--- src/rtl/avr_seq_pkg.sv ---
// Shared types for the AVR-subset execution sequencer: ALU op codes, FSM states,
// opcode match/mask constants and the decoded-instruction record.
package avr_seq_pkg;

  typedef enum logic [4:0] {
    ALU_ADD = 5'd0,
    ALU_ADC = 5'd1,
    ALU_SUB = 5'd2,
    ALU_AND = 5'd3,
    ALU_OR  = 5'd4,
    ALU_EOR = 5'd5,
    ALU_MOV = 5'd6,
    ALU_CP  = 5'd7,
    ALU_LDI = 5'd8,
    ALU_NOP = 5'd31
  } aluop_e;

  typedef enum logic [2:0] {
    S_IDLE,
    S_FETCH,
    S_DECODE,
    S_EXECUTE,
    S_HALT
  } state_e;

  // Two-register ops are identified by instr[15:10]
  localparam logic [5:0] OP6_ADD = 6'b000011;
  localparam logic [5:0] OP6_ADC = 6'b000111;
  localparam logic [5:0] OP6_SUB = 6'b000110;
  localparam logic [5:0] OP6_CP  = 6'b000101;
  localparam logic [5:0] OP6_AND = 6'b001000;
  localparam logic [5:0] OP6_EOR = 6'b001001;
  localparam logic [5:0] OP6_OR  = 6'b001010;
  localparam logic [5:0] OP6_MOV = 6'b001011;

  localparam logic [15:0] OPC_IMM_MASK = 16'hF000;
  localparam logic [15:0] OPC_LDI      = 16'hE000;
  localparam logic [15:0] OPC_SUBI     = 16'h5000;
  localparam logic [15:0] OPC_RJMP     = 16'hC000;
  localparam logic [15:0] OPC_BR_MASK  = 16'hFC07;
  localparam logic [15:0] OPC_BREQ     = 16'hF001;
  localparam logic [15:0] OPC_BRNE     = 16'hF401;
  localparam logic [15:0] OPC_NOP      = 16'h0000;
  localparam logic [15:0] OPC_BREAK    = 16'h9598;

  typedef struct packed {
    aluop_e      aluop;
    logic [4:0]  rd;
    logic [4:0]  rr;
    logic [7:0]  imm;
    logic        imm_sel;
    logic        we;
    logic        flag_upd;
    logic        is_rjmp;
    logic        is_breq;
    logic        is_brne;
    logic        is_break;
    logic        illegal;
    logic [11:0] offset;
  } dec_t;

  function automatic logic [11:0] sext7(input logic [6:0] k);
    return {{5{k[6]}}, k};
  endfunction

endpackage

--- src/rtl/avr_exec_sequencer_if.sv ---
// Program-memory fetch handshake between the sequencer (master) and instruction memory (slave).
interface avr_exec_sequencer_if #(parameter int PC_W = 8);
  logic            imem_req;
  logic [PC_W-1:0] imem_addr;
  logic            imem_ack;
  logic [15:0]     imem_rdata;

  modport master (output imem_req, imem_addr, input imem_ack, imem_rdata);
  modport slave  (input imem_req, imem_addr, output imem_ack, imem_rdata);
endinterface

--- src/rtl/avr_decode.sv ---
// Combinational decoder: 16-bit AVR-subset instruction word to control fields.
module avr_decode
  import avr_seq_pkg::*;
(
  input  logic [15:0] instr_i,
  output dec_t        dec_o
);

  logic [4:0] d5;
  logic [4:0] r5;

  assign d5 = {instr_i[8], instr_i[7:4]};
  assign r5 = {instr_i[9], instr_i[3:0]};

  always_comb begin
    dec_o       = '0;
    dec_o.aluop = ALU_NOP;
    if (instr_i == OPC_NOP) begin
      dec_o.aluop = ALU_NOP;
    end else if (instr_i == OPC_BREAK) begin
      dec_o.is_break = 1'b1;
    end else if ((instr_i & OPC_BR_MASK) == OPC_BREQ) begin
      dec_o.is_breq = 1'b1;
      dec_o.offset  = sext7(instr_i[9:3]);
    end else if ((instr_i & OPC_BR_MASK) == OPC_BRNE) begin
      dec_o.is_brne = 1'b1;
      dec_o.offset  = sext7(instr_i[9:3]);
    end else if ((instr_i & OPC_IMM_MASK) == OPC_RJMP) begin
      dec_o.is_rjmp = 1'b1;
      dec_o.offset  = instr_i[11:0];
    end else if ((instr_i & OPC_IMM_MASK) == OPC_LDI ||
                 (instr_i & OPC_IMM_MASK) == OPC_SUBI) begin
      // Immediate forms only reach the upper register bank R16..R31
      dec_o.rd      = {1'b1, instr_i[7:4]};
      dec_o.imm     = {instr_i[11:8], instr_i[3:0]};
      dec_o.imm_sel = 1'b1;
      dec_o.we      = 1'b1;
      if ((instr_i & OPC_IMM_MASK) == OPC_LDI) begin
        dec_o.aluop = ALU_LDI;
      end else begin
        dec_o.aluop    = ALU_SUB;
        dec_o.flag_upd = 1'b1;
      end
    end else begin
      dec_o.rd = d5;
      dec_o.rr = r5;
      case (instr_i[15:10])
        OP6_ADD: begin dec_o.aluop = ALU_ADD; dec_o.we = 1'b1; dec_o.flag_upd = 1'b1; end
        OP6_ADC: begin dec_o.aluop = ALU_ADC; dec_o.we = 1'b1; dec_o.flag_upd = 1'b1; end
        OP6_SUB: begin dec_o.aluop = ALU_SUB; dec_o.we = 1'b1; dec_o.flag_upd = 1'b1; end
        OP6_CP:  begin dec_o.aluop = ALU_CP;                   dec_o.flag_upd = 1'b1; end
        OP6_AND: begin dec_o.aluop = ALU_AND; dec_o.we = 1'b1; dec_o.flag_upd = 1'b1; end
        OP6_EOR: begin dec_o.aluop = ALU_EOR; dec_o.we = 1'b1; dec_o.flag_upd = 1'b1; end
        OP6_OR:  begin dec_o.aluop = ALU_OR;  dec_o.we = 1'b1; dec_o.flag_upd = 1'b1; end
        OP6_MOV: begin dec_o.aluop = ALU_MOV; dec_o.we = 1'b1; end
        default: begin
          dec_o.rd      = '0;
          dec_o.rr      = '0;
          dec_o.illegal = 1'b1;
        end
      endcase
    end
  end

endmodule

--- src/rtl/avr_exec_sequencer.sv ---
// FETCH/DECODE/EXECUTE sequencer owning PC and C/Z flags for the AVR-subset ALU core.
// Optional single-step mode: define AVR_SEQ_STEP_EN to add the step input.
module avr_exec_sequencer
  import avr_seq_pkg::*;
#(
  parameter int PC_W   = 8,
  parameter int RST_PC = 0
) (
  input  logic            clk,
  input  logic            reset,
  input  logic            start,
`ifdef AVR_SEQ_STEP_EN
  input  logic            step,
`endif
  avr_exec_sequencer_if.master imem,
  output logic [4:0]      aluop,
  output logic [4:0]      rf_rd_addr,
  output logic [4:0]      rf_rr_addr,
  output logic [7:0]      imm,
  output logic            imm_sel,
  output logic            rf_we,
  input  logic            alu_cy,
  input  logic            alu_zy,
  output logic            flag_c,
  output logic            flag_z,
  output logic [PC_W-1:0] pc,
  output logic            halt,
  output logic            illegal
);

  state_e          state_q;
  logic [15:0]     ir_q;
  logic [PC_W-1:0] pc_q, pc_d;
  logic            req_q, rf_we_q, illegal_q, halt_q;
  logic            flag_c_q, flag_z_q;
  logic            go;
  logic            take;
  logic [31:0]     off32;
  dec_t            dec;

  avr_decode u_decode (
    .instr_i (ir_q),
    .dec_o   (dec)
  );

`ifdef AVR_SEQ_STEP_EN
  assign go = start | step;
`else
  assign go = start;
`endif

  // Branch condition sees the flags as they stood before this EXECUTE updates them
  assign take  = dec.is_rjmp | (dec.is_breq & flag_z_q) | (dec.is_brne & ~flag_z_q);
  assign off32 = {{20{dec.offset[11]}}, dec.offset};
  assign pc_d  = pc_q + PC_W'(1) + (take ? off32[PC_W-1:0] : '0);

  always_ff @(posedge clk or negedge reset) begin
    if (!reset) begin
      state_q   <= S_IDLE;
      ir_q      <= OPC_NOP;
      pc_q      <= PC_W'(RST_PC);
      req_q     <= 1'b0;
      rf_we_q   <= 1'b0;
      illegal_q <= 1'b0;
      halt_q    <= 1'b0;
      flag_c_q  <= 1'b0;
      flag_z_q  <= 1'b0;
    end else begin
      rf_we_q   <= 1'b0;
      illegal_q <= 1'b0;
      case (state_q)
        S_IDLE: begin
          if (go) begin
            state_q <= S_FETCH;
            req_q   <= 1'b1;
          end
        end
        S_FETCH: begin
          if (req_q && imem.imem_ack) begin
            ir_q    <= imem.imem_rdata;
            req_q   <= 1'b0;
            state_q <= S_DECODE;
          end
        end
        S_DECODE: begin
          rf_we_q   <= dec.we;
          illegal_q <= dec.illegal;
          state_q   <= S_EXECUTE;
        end
        S_EXECUTE: begin
          if (dec.flag_upd) begin
            flag_c_q <= alu_cy;
            flag_z_q <= alu_zy;
          end
          pc_q <= pc_d;
          if (dec.is_break) begin
            state_q <= S_HALT;
            halt_q  <= 1'b1;
          end else begin
`ifdef AVR_SEQ_STEP_EN
            state_q <= S_IDLE;
`else
            state_q <= S_FETCH;
            req_q   <= 1'b1;
`endif
          end
        end
        S_HALT: begin
          state_q <= S_HALT;
        end
        default: begin
          state_q <= S_IDLE;
          req_q   <= 1'b0;
        end
      endcase
    end
  end

  assign imem.imem_req  = req_q;
  assign imem.imem_addr = pc_q;
  assign aluop          = dec.aluop;
  assign rf_rd_addr     = dec.rd;
  assign rf_rr_addr     = dec.rr;
  assign imm            = dec.imm;
  assign imm_sel        = dec.imm_sel;
  assign rf_we          = rf_we_q;
  assign flag_c         = flag_c_q;
  assign flag_z         = flag_z_q;
  assign pc             = pc_q;
  assign halt           = halt_q;
  assign illegal        = illegal_q;

endmodule

--- src/flat_wrapper.sv ---
// flat-port wrapper written by rule: the top's interface ports become plain ports
module avr_exec_sequencer_flat import avr_seq_pkg::*;
#(
  parameter int PC_W   = 8,
  parameter int RST_PC = 0
)
  (clk, reset, start, aluop, rf_rd_addr, rf_rr_addr, imm, imm_sel, rf_we, alu_cy, alu_zy, flag_c, flag_z, pc, halt, illegal, imem_imem_req, imem_imem_addr, imem_imem_ack, imem_imem_rdata);
  avr_exec_sequencer_if #(.PC_W(PC_W)) imem_i ();
  input  logic clk;
  input  logic reset;
  input  logic start;
  output logic [4:0] aluop;
  output logic [4:0] rf_rd_addr;
  output logic [4:0] rf_rr_addr;
  output logic [7:0] imm;
  output logic imm_sel;
  output logic rf_we;
  input  logic alu_cy;
  input  logic alu_zy;
  output logic flag_c;
  output logic flag_z;
  output logic [PC_W-1:0] pc;
  output logic halt;
  output logic illegal;
  output wire logic [$bits(imem_i.imem_req)-1:0] imem_imem_req;
  output wire logic [$bits(imem_i.imem_addr)-1:0] imem_imem_addr;
  input wire logic [$bits(imem_i.imem_ack)-1:0] imem_imem_ack;
  input wire logic [$bits(imem_i.imem_rdata)-1:0] imem_imem_rdata;
  assign imem_imem_req = imem_i.imem_req;
  assign imem_imem_addr = imem_i.imem_addr;
  assign imem_i.imem_ack = imem_imem_ack;
  assign imem_i.imem_rdata = imem_imem_rdata;
  avr_exec_sequencer #(.PC_W(PC_W), .RST_PC(RST_PC)) u_core (.clk(clk), .reset(reset), .start(start), .imem(imem_i), .aluop(aluop), .rf_rd_addr(rf_rd_addr), .rf_rr_addr(rf_rr_addr), .imm(imm), .imm_sel(imm_sel), .rf_we(rf_we), .alu_cy(alu_cy), .alu_zy(alu_zy), .flag_c(flag_c), .flag_z(flag_z), .pc(pc), .halt(halt), .illegal(illegal));
endmodule
--- config.mk ---
export PLATFORM = sky130hd
export DESIGN_NAME = avr_exec_sequencer_flat
export DESIGN_NICKNAME = d
export VERILOG_FILES = /design/src/rtl/avr_seq_pkg.sv /design/src/rtl/avr_exec_sequencer_if.sv /design/src/rtl/avr_decode.sv /design/src/rtl/avr_exec_sequencer.sv /design/src/flat_wrapper.sv
export SDC_FILE = /design/constraint.sdc
export NUM_CORES = 1
export LEC_CHECK = 0
export CORE_MARGIN = 1.5
export CORE_UTILIZATION = 30
export CTS_BUF_LIST = sky130_fd_sc_hd__clkbuf_8
export DETAILED_ROUTE_END_ITERATION = 8
export PLACE_DENSITY = 0.67
export SYNTH_ARGS = -nofsm -noshare
export SYNTH_HDL_FRONTEND = slang
export SYNTH_SLANG_ARGS = --single-unit
--- constraint.sdc ---
create_clock -name clk -period 5.7 [get_ports clk]
set_input_delay 1.71 -clock clk [delete_from_list [all_inputs] [get_ports clk]]
set_output_delay 1.71 -clock clk [all_outputs]
set_load 0.005 [all_outputs]
# == Yosys cells after proc, flatten, opt, wreduce, memory -nomap -nowiden ==
# Index checks and enable logic that the tools add are counted.
# classes
addsub,2
eq_ne,21
mux,41
n_bitwise,6
reduce_logical,13
# ops
cell,n
$mux 27,2
$pmux 5 s8,1
$mux 38,1
$mux 12,3
$mux 29,1
$mux 26,1
$eq 6x4->1 const B,4
$mux 10,2
$eq 6x3->1 const B,3
$eq 9x9->1 const B,2
$mux 1,18
$eq 16x16->1 const B,1
$logic_not 16->1,1
$pmux 3 s5,1
$reduce_or 7->1,2
$mux 13,1
$mux 5,2
$mux 3,3
$mux 9,1
$add 8x1->8 const B,1
$add 8x8->8,1
$eq 4x4->1 const B,2
$mux 8,1
$reduce_and 2->1,4
other kinds (19),24
# word_totals
ff_bits,33
elab_cells,92

# == Depth between registers and ports, before layout ==
# Gate-level depths: netlist (run 1).
# logic_depth
word_depth,14
mapped_depth,13
mapped_depth_nobuf,12

# == Hierarchy ==
# Synthesis (run 1) repeated with hierarchy kept, for this count alone.
# unflattened
hier_cells,250
area_unflattened_um2,2384.8
# by_module_without_submodules
mod,n_inst,cells_per_inst,area_each_um2,seq_area_each_um2
avr_exec_sequencer,1,148,1705.4,825.8
avr_decode,1,102,679.4,0.0

# == Worst setup path after synthesis (run 1) ==
# No wires, ideal clock.
# synth_path
path_kind,reg-to-output
startpoint,reg u_core.ir_q[12]
endpoint,out rf_rd_addr[0]
t_arrival_ps,1420
slack_ps,2570
stages_incl_launch_ff,7
path_buffers,1
path_cell_list,dfrtp_1 > buf_4 > o21ai_0 > a21oi_1 > o21a_1 > or2_2 > and2_1
# synth_between
elab_chain_len,9
elab_cells_between_ends,24
# synth_lines
element,line,rtl
start: declaration,avr_exec_sequencer.sv:32,logic [15:0] ir_q;
start signal: assignment,avr_exec_sequencer.sv:80,ir_q <= imem.imem_rdata;
"$eq 6x4->1, or another cell as far along",avr_decode.sv:47,case (instr_i[15:10])
$reduce_or 8->1 (no source line),--,
$mux 10,avr_decode.sv:47,
$mux 10,avr_decode.sv:31,end else if ((instr_i & OPC_IMM_MASK) == OPC_LDI ||
$mux 26,avr_decode.sv:28,end else if ((instr_i & OPC_IMM_MASK) == OPC_RJMP) begin
$mux 27,avr_decode.sv:25,end else if ((instr_i & OPC_BR_MASK) == OPC_BRNE) begin
$mux 27,avr_decode.sv:22,end else if ((instr_i & OPC_BR_MASK) == OPC_BREQ) begin
$mux 29,avr_decode.sv:20,end else if (instr_i == OPC_BREAK) begin
$mux 38 *,avr_decode.sv:18,if (instr_i == OPC_NOP) begin
end: declaration,flat_wrapper.sv:13,output logic [4:0] rf_rd_addr;
# Every way passes the cells marked *; elsewhere a longest branch is shown, timed or not.

# == Worst setup path in the final report (run 1) ==
# layout_path
startpoint,reg u_core.ir_q[13]
endpoint,out rf_rd_addr[1]
# The elaborated chain is that of the path after synthesis.

==> results of run 1 <==
==> metal layers <==
layer | vias to the layer above | global-route usage (%) | part of all wire [%]
met5 | - | 0 | 0
met4 | 0 | 3.41 | 0.57
met3 | 4 | 4.01 | 6.2
met2 | 65 | 23.9 | 43
met1 | 921 | 21.7 | 50
li1 | 963 | - | -
==> power breakdown <==
group	leakage, nW	total, mW	switching (mW)	internal (mW)
Combinational	0.757	0.752	0.308	0.444
Sequential	0.411	0.520	0.186	0.334
Clock	0.0485	0.175	0.0810	0.0940
==> sequential cells by signal (all words and copies together) (netlist names) <==
signal,count
u_core.flag_c,1
u_core.flag_z,1
u_core.halt,1
u_core.illegal,1
u_core.imem.imem_addr,8
u_core.imem.imem_req,1
u_core.ir_q,16
u_core.rf_we,1
u_core.state_q,3
==> worst max-delay path: cells and delay by family, from the launching register on <==
family / cells / cell delay, ps
simple gates: 5 / 1100
flops: 1 / 580
compound gates: 1 / 80
buf+inv: 1 / 490
==> final timing paths <==
kind / to / slack, ps / cells after the start
max reg2reg: u_core.imem.imem_addr[6]$_DFFE_PN0P_ / 2540 / 12
max in group asynchronous: u_core.ir_q[8]$_DFFE_PN0P_ / 3560 / 2
min in group asynchronous: u_core.illegal$_DFF_PN0_ / 1840 / 2
max: rf_rd_addr[1] / 1460 / 7
min reg2reg: u_core.halt$_DFFE_PN0P_ / 500 / 1
min: u_core.halt$_DFFE_PN0P_ / 500 / 1
==> logic make-up after synthesis <==
logic type / share of synthesized area (%)
AOI/OAI and AO/OA: 17.2
xor gates and xnor gates: 1.99
adders and majority gates: 4.90
buffers and inverters: 7.17
DFF: 37.6
muxes: 8.66
and+or+nand+nor: 22.5
==> layout make-up <==
type / instances / area (um^2)
Clock inverter: 1 / 3.75
Timing Repair Buffer: 68 / 678
Sequential cell: 33 / 826
Multi-Input combinational cell: 182 / 1210
Inverter: 10 / 37.5
Fill cell: 696 / 4210
Tap cell: 99 / 124
Clock buffer: 6 / 82.6
==> per-stage QoR <==
| stage | power, mW | utilization, % | setup WS [ps] |
|---|---|---|---|
| floorplan | 0.930 | - | 2570 |
| global placement | 1.26 | 40.1 | 1880 |
| detailed placement | 1.28 | 40.1 | 1780 |
| CTS | 1.46 | 41.3 | 1470 |
| global route | 1.58 | 41.3 | 1220 |
| finish | 1.45 | 41.3 | 1460 |
==> synthesized netlist by cell type (2+ instances only) <==
cell type	instances	area (um^2)
o31ai_1	4	30.0
nand2_1	24	90.1
o21bai_1	2	15.0
xnor2_1	2	17.5
nor3_4	2	32.5
clkbuf_1	6	22.5
ha_1	7	87.6
buf_2	5	25.0
nor2_1	18	67.6
a31oi_1	2	12.5
nor2b_1	3	18.8
and2_1	16	100
and2_2	2	15.0
and4_1	2	17.5
o21ai_0	20	100
a21o_1	3	22.5
a21oi_1	13	65.1
nor4_1	3	18.8
mux2_2	16	180
a22oi_1	6	45.0
or2_2	3	18.8
inv_1	10	37.5
xor2_1	3	26.3
dfrtp_1	33	826
buf_4	9	67.6
nand3_1	6	30.0
nor3_1	2	10.0
nand2b_1	4	25.0
o21a_1	3	22.5
==> run metrics, run 1 <==
worst r2r src=u_core.ir_q[14]$_DFFE_PN0P_; initial DRC count=54; setup TNS=0 ps; share of cells above drive strength 1=11.3%; critical path type=reg2out; Max Clk Rate=around 0.24 GHz; cts repair resizes=0; Finish-stage setup viols=0; Post-CTS Setup Bufs=0; dpl cell area=0.00288 mm^2; die width=88.6 um; arrival time worst endpoint=2530 ps; CP max-delay cell=dfrtp_1; crit-path cells=nor2b_1 > nand2_1 > o21ai_0 > and2_1 > or2_2 > and2_1 > clkdlybuf4s50_1; CTS sink cnt=33; total CTS buffers=5; synth unique cells=46; clk_lat worst skew=280 ps; Worst-path clk slew=70 ps; first-pass GRT wire length=9340 um; crit path from=u_core.ir_q[13]$_DFFE_PN0P_; Required @ worst endpoint=3990 ps; DR vias/cell=4.89; clk root buf=clkbuf_8; H-tree Lvls=2; Seq/Total Area, Yosys=37.6%; commonest non-fill, non-tap cell in the layout=clkdlybuf4s50_1; mean post-synth cell area=8.93 um^2; vias in the first global route=1970; Layout Cells excl Fill=399; Slew HR=between 40% and 50%; TritonRoute pass-1 iters=4; fin crit share=74.4%; CP most frequent cell=and2_1; Die ar.=0.00785 mm^2; Yosys reg bits=33; worst hold margin=495 ps; clk buf depth=2; RSZ-0062 raised after global routing=false; core area=0.00718 mm^2; Post-CTS Hold Fix Bufs=0; DP Cell Count=392; Post-synth EDFFs=0; gpl congestion=0.818; Total Wirelength=5460 um; cells after synthesis=between 200 and 250; grt ovf=0; commonest non-fill, non-tap cells in the layout=clkdlybuf4s50_1, dfrtp_1, nand2_1; worst hold path class=reg2reg; FFs w/ async S/R, synth=100%; # rows=31; Worst path max stage delay=580 ps; worst vdd ir=~0.26 mV; Vert. Die Dim=88.6 um; CTS tree=built; GRT Total Usage=15.4%; minimum clock period=4240 ps; synthesis warning total=0; Port Buffers=67; LEAKAGE=1.22 nW; Post-Syn Nets=about 280; status=complete, no violations; Final Skew=4.76 ps; largest net degree at the start of global routing=34; antenna violations before repair=0; Post-Syn Area=0.00220 mm^2; via count=1953; Final nets=330; Final Cell Area=0.00297 mm^2; Startpoint Class=register; Ports=68; max-cap viol count=0; Final ANT Viol Nets=0; power per cell area=488 mW/mm^2; largest fanout on the critical path=15; worst slew pin tran=around 860 ps; max-slew violations=0; antenna cells=0; most common flop cell mapped by yosys=dfrtp_1; detailed-route DRC error count=0; CP Capture Type=output port; Initial Utilization=30.6%; Final Hold Viols=0; wire per inst=13.7 um; Layout area overhead=35.0%; Hold Crit Start=u_core.halt$_DFFE_PN0P_; dpl hpwl=between 4000 and 5000 um
Note: power is estimated with default switching activity, not from simulation.
==> run 2, diff against run 1 <==
- clock period: 5.7 -> 4.1 ns (I/O delays scaled with it)
==> run metrics, run 2 (synthesis gave the netlist of run 1 again) <==
Final Hold Viols=0; worst hold path class=reg2reg; fin crit share=90.4%; Worst-path clk slew=70 ps; Total Wirelength=about 5500 um; max-slew violations=0; largest net degree at the start of global routing=34; TritonRoute pass-1 iters=4; Required @ worst endpoint=2870 ps; clk buf depth=2; initial DRC count=45; LEAKAGE=1.23 nW; Placement Setup Slack=about 700 ps; dpl hpwl=just over 4000 um; M2 GR Usage=22.7%; cts repair resizes=0; crit path from=u_core.ir_q[13]$_DFFE_PN0P_; CTS tree=built; core area=0.00718 mm^2; die width=88.6 um; CTS sink cnt=33; Ports=68; worst r2r path cells=12; Final nets=between 300 and 400; GR Util met1=20.9%; max-cap viol count=0; gpl congestion=~0.82; wire per inst=13.6 um; H-tree Lvls=2; worst hold margin=487 ps; Final Skew=5.93 ps; RSZ-0062 raised after global routing=false; first-pass GRT wire length=just over 9000 um; grt ovf=0; Max Clk Rate=0.270 GHz; clk_lat worst skew=290 ps; Final ANT Viol Nets=0; Layout area overhead=36.0%; antenna violations before repair=0; Finish-stage setup viols=0; Initial Utilization=a little under a third; worst r2r src=u_core.ir_q[14]$_DFFE_PN0P_; commonest non-fill, non-tap cells in the layout=clkdlybuf4s50_1, dfrtp_1, nand2_1; Largest register FFs=16; arrival time worst endpoint=2480 ps; worst slew pin tran=645 ps; status=complete, no violations; Post-CTS Setup Bufs=0; Die ar.=about 0.0078 mm^2; vias in the first global route=about 1900; # rows=31; Startpoint Class=register; Slew HR=a little under three fifths; final worst setup slack=392 ps; worst vdd ir=0.329 mV; R2R Path End=u_core.imem.imem_addr[6]$_DFFE_PN0P_; antenna cells=0; most crowded layer after global routing=met2; total CTS buffers=5; Vert. Die Dim=88.6 um; R2R setup slack=about 900 ps; GRT met3 Usage=4.10%; share of cells above drive strength 1=12.3%; detailed-route DRC error count=0; Hold Path Stages=1; setup TNS=0 ps; minimum clock period=3710 ps; commonest non-fill, non-tap cell in the layout=clkdlybuf4s50_1; power per cell area=a little under 700 mW/mm^2; GRT Total Usage=15.2%; CP Capture Type=output port; largest fanout on the critical path=15; Reg with most FFs=u_core.ir_q; Port Buffers=67; clk root buf=clkbuf_8; multi-input logic area=about 0.0012 mm^2; DR vias/cell=4.83; critical path type=reg2out; via count=1937; Post-CTS Hold Fix Bufs=0; Setup crit end=rf_rd_addr[1]; fill cell count=707; FF/Latch Area=826 um^2
-- run 2: final cells by class --
class                           count  share of cell area [%]
Multi-Input combinational cell    182                    40.6
Inverter                           10                    1.26
Tap cell                           99                    4.15
Clock buffer                        7                    3.22
Timing Repair Buffer               69                    22.9
Sequential cell                    33                    27.6
Clock inverter                      1                   0.168
-- run 2: worst min path at each step --
stage,start,slack (ps),endpoint
2_1_floorplan,u_core.halt$_DFFE_PN0P_,470,u_core.halt$_DFFE_PN0P_
3_3_place_gp,u_core.halt$_DFFE_PN0P_,470,u_core.halt$_DFFE_PN0P_
3_5_place_dp,u_core.halt$_DFFE_PN0P_,470,u_core.halt$_DFFE_PN0P_
4_1_cts,u_core.halt$_DFFE_PN0P_,490,u_core.halt$_DFFE_PN0P_
5_1_grt,u_core.halt$_DFFE_PN0P_,490,u_core.halt$_DFFE_PN0P_
6_report,u_core.halt$_DFFE_PN0P_,490,u_core.halt$_DFFE_PN0P_
-- run 2: report_power, final --
group,leakage (nW),switching (mW),internal [mW]
logic,0.763,0.424,0.619
clock network,0.0542,0.123,0.152
registers,0.411,0.257,0.464
-- run 2: critical path, cell delays in order (launching register included) --
cell and delay [ps]:
dfrtp_1 560, nor2b_1 290, nand2_1 80, o21ai_0 80, and2_1 300, or2_2 260, and2_1 140, clkdlybuf4s50_1 490
-- run 2: metal layers --
metal / vias up / share of wire (%)
li1: 960 / -
met1: 907 / 50
met2: 61 / 42
met3: 9 / 5.8
met4: 0 / 1.8
met5: - / 0
-- run 2: per-stage QoR --
stage / util [%] / cells / cell area (um^2) / power [mW]
final: 41.6 / 401 / 2990 / 2.04
after global routing: 41.6 / 401 / 2990 / 2.22
after CTS: 41.6 / 401 / 2990 / 2.05
after detailed placement: 40.2 / 393 / 2890 / 1.77
after global placement: 40.2 / 393 / 2890 / 1.75
after floorplan: - / 246 / 2200 / 1.29
==> run 3, diff against run 2 <==
- ABC_CLOCK_PERIOD_IN_PS: not set -> 3300
- PLACE_DENSITY: 0.67 -> 0.69
- clock period: 4.1 -> 3.3 ns (I/O delays scaled with it)
==> run metrics, run 3 (synthesis gave the netlist of run 1 again) <==
status=complete, no violations; grt ovf=0; Worst path max stage delay=510 ps; H-tree Lvls=2; critical path type=reg2out; setup TNS=0 ps; Layout area overhead=39.8%; Finish-stage setup viols=0; CTS tree=built; R2R Path End=u_core.imem.imem_addr[6]$_DFFE_PN0P_; max-slew violations=0; Reg with most FFs=u_core.ir_q; R2R setup slack=390 ps; total CTS buffers=5; Largest register FFs=16; Net Switching=1.04 mW; clk buf depth=2; crit-path cells=buf_4 > nor2_1 > o21a_2 > or2_4 > and2_1 > clkdlybuf4s50_1; Flop pwr share=between 30% and 40%; Worst-path clk slew=70 ps; most crowded layer after global routing=met2; first-pass GRT wire length=9520 um; Final Skew=6.03 ps; Die ar.=0.00785 mm^2; Hold Path Stages=1; P_int=1.62 mW; Final Hold Viols=0; Total Wirelength=5700 um; worst r2r src=u_core.ir_q[1]$_DFFE_PN0P_; FF/Latch Area=831 um^2; sw frac=slightly below 40%; M2 GR Usage=24.1%; LEAKAGE=about 1.3 nW; clk_lat worst skew=290 ps; largest fanout on the critical path=8; die width=88.6 um; post-layout util=a little over two fifths; power share of the clock group=13.0%; largest net degree at the start of global routing=34; Worst Path Buf+Inv=2; Port Buffers=67; initial DRC count=132; fin crit share=95.5%; GR Util met1=21.3%; hold endpoint=u_core.halt$_DFFE_PN0P_; fill cell count=701; Ports=68; power per cell area=866 mW/mm^2; Required @ worst endpoint=between 2000 and 2500 ps; dpl hpwl=approximately 4200 um; vias in the first global route=2005; commonest non-fill, non-tap cell in the layout=clkdlybuf4s50_1; CTS sink cnt=33; GRT Total Usage=15.8%; worst r2r path cells=12; DR vias/cell=slightly below 5; Layout Cells excl Fill=between 400 and 500; DP Cell Count=around 400; Slew HR=56.4%; gpl congestion=0.841; worst vdd ir=around 0.41 mV; commonest non-fill, non-tap cells in the layout=clkdlybuf4s50_1, dfrtp_1, nand2_1; antenna cells=0; Comb pwr share=a little over half; worst slew pin tran=652 ps; Vert. Die Dim=88.6 um; Max Clk Rate=0.317 GHz; Initial Utilization=a little under a third; Final nets=between 300 and 400; core area=0.00718 mm^2; minimum clock period=3150 ps; CP max-delay cell=clkdlybuf4s50_1; share of cells above drive strength 1=between 10% and 20%; multi-input logic area=0.00122 mm^2; GRT met3 Usage=4.48%; detailed-route DRC error count=0; RSZ-0062 raised after global routing=false; critical path's top delay family=buffers and inverters; Final ANT Viol Nets=0; via count=~2000; # rows=31; max-cap viol count=0; arrival time worst endpoint=2160 ps; Pwr Total=roughly 2.7 mW; clk root buf=clkbuf_8; wire per inst=13.9 um; Startpoint Class=register; TritonRoute pass-1 iters=4; Hold Crit Start=u_core.halt$_DFFE_PN0P_; CP Capture Type=output port; worst hold path class=reg2reg; antenna violations before repair=0
-- run 3: cell count changes in the layout (fill, tap and decap cells not counted), sizes merged --
cell    previous run  this run
buf                2        11
clkbuf             7         8
-- run 3: worst max-delay path by stage --
stage                                            from                              endpoint  slack, ps  cells past startpoint
final                     u_core.ir_q[14]$_DFFE_PN0P_                         rf_rd_addr[0]        150                      6
after global routing      u_core.ir_q[14]$_DFFE_PN0P_                         rf_rd_addr[0]         30                      6
after CTS                 u_core.ir_q[12]$_DFFE_PN0P_                         rf_rd_addr[0]         20                      6
after detailed placement  u_core.ir_q[12]$_DFFE_PN0P_  u_core.imem.imem_addr[6]$_DFFE_PN0P_        250                     12
after global placement    u_core.ir_q[12]$_DFFE_PN0P_                         rf_rd_addr[3]        350                      7
after floorplan            u_core.ir_q[1]$_DFFE_PN0P_  u_core.imem.imem_addr[6]$_DFFE_PN0P_        470                     13
-- run 3: worst reg2reg max path: stages (launching register included) --
cell and delay, ps:
dfrtp_1 460, nor3_4 250, and3_2 290, a22oi_1 100, or2_2 290, ha_1 200, fa_1 410, nor2b_1 120
o21ai_0 110, a21boi_1 210, o21a_1 150, nor3_1 40, o31ai_1 190
-- run 3: power groups by stage --
stage / clock network, mW / logic (mW) / registers [mW]
after floorplan: 0 / 0.865 / 0.740
after global placement: 0 / 1.37 / 0.858
after detailed placement: 0 / 1.39 / 0.873
after CTS: 0.357 / 1.40 / 0.868
after global routing: 0.373 / 1.62 / 0.898
final: 0.347 / 1.45 / 0.861
-- run 3: through the flow --
step	area [um^2]	setup slack [ps]	hold slack (ps)
floorplan	2200	472	468
global placement	2920	348	477
detailed placement	2920	251	470
CTS	3030	16.0	491
global route	3070	31.0	514
finish	3070	150	490
-- run 3: what timing repair did --
item                       in CTS  in global routing
pin swaps                       0                  0
hold buffers                    0                  0
resized for setup               2                  7
setup buffers                   0                  5
setup endpoints to repair       4                  6
-- run 3: layer usage --
metal | routed length, um | share of wire, %
met3 | 350 | 6.1
met5 | 0 | 0
met4 | 78 | 1.4
met2 | 2500 | 44
met1 | 2770 | 49
-- run 3: area by class of cell --
class	instances	area share [%]
Clock buffer	7	3.14
Clock inverter	1	0.163
Inverter	10	1.22
Multi-Input combinational cell	182	39.7
Sequential cell	33	27.0
Tap cell	99	4.03
Timing Repair Buffer	79	24.7
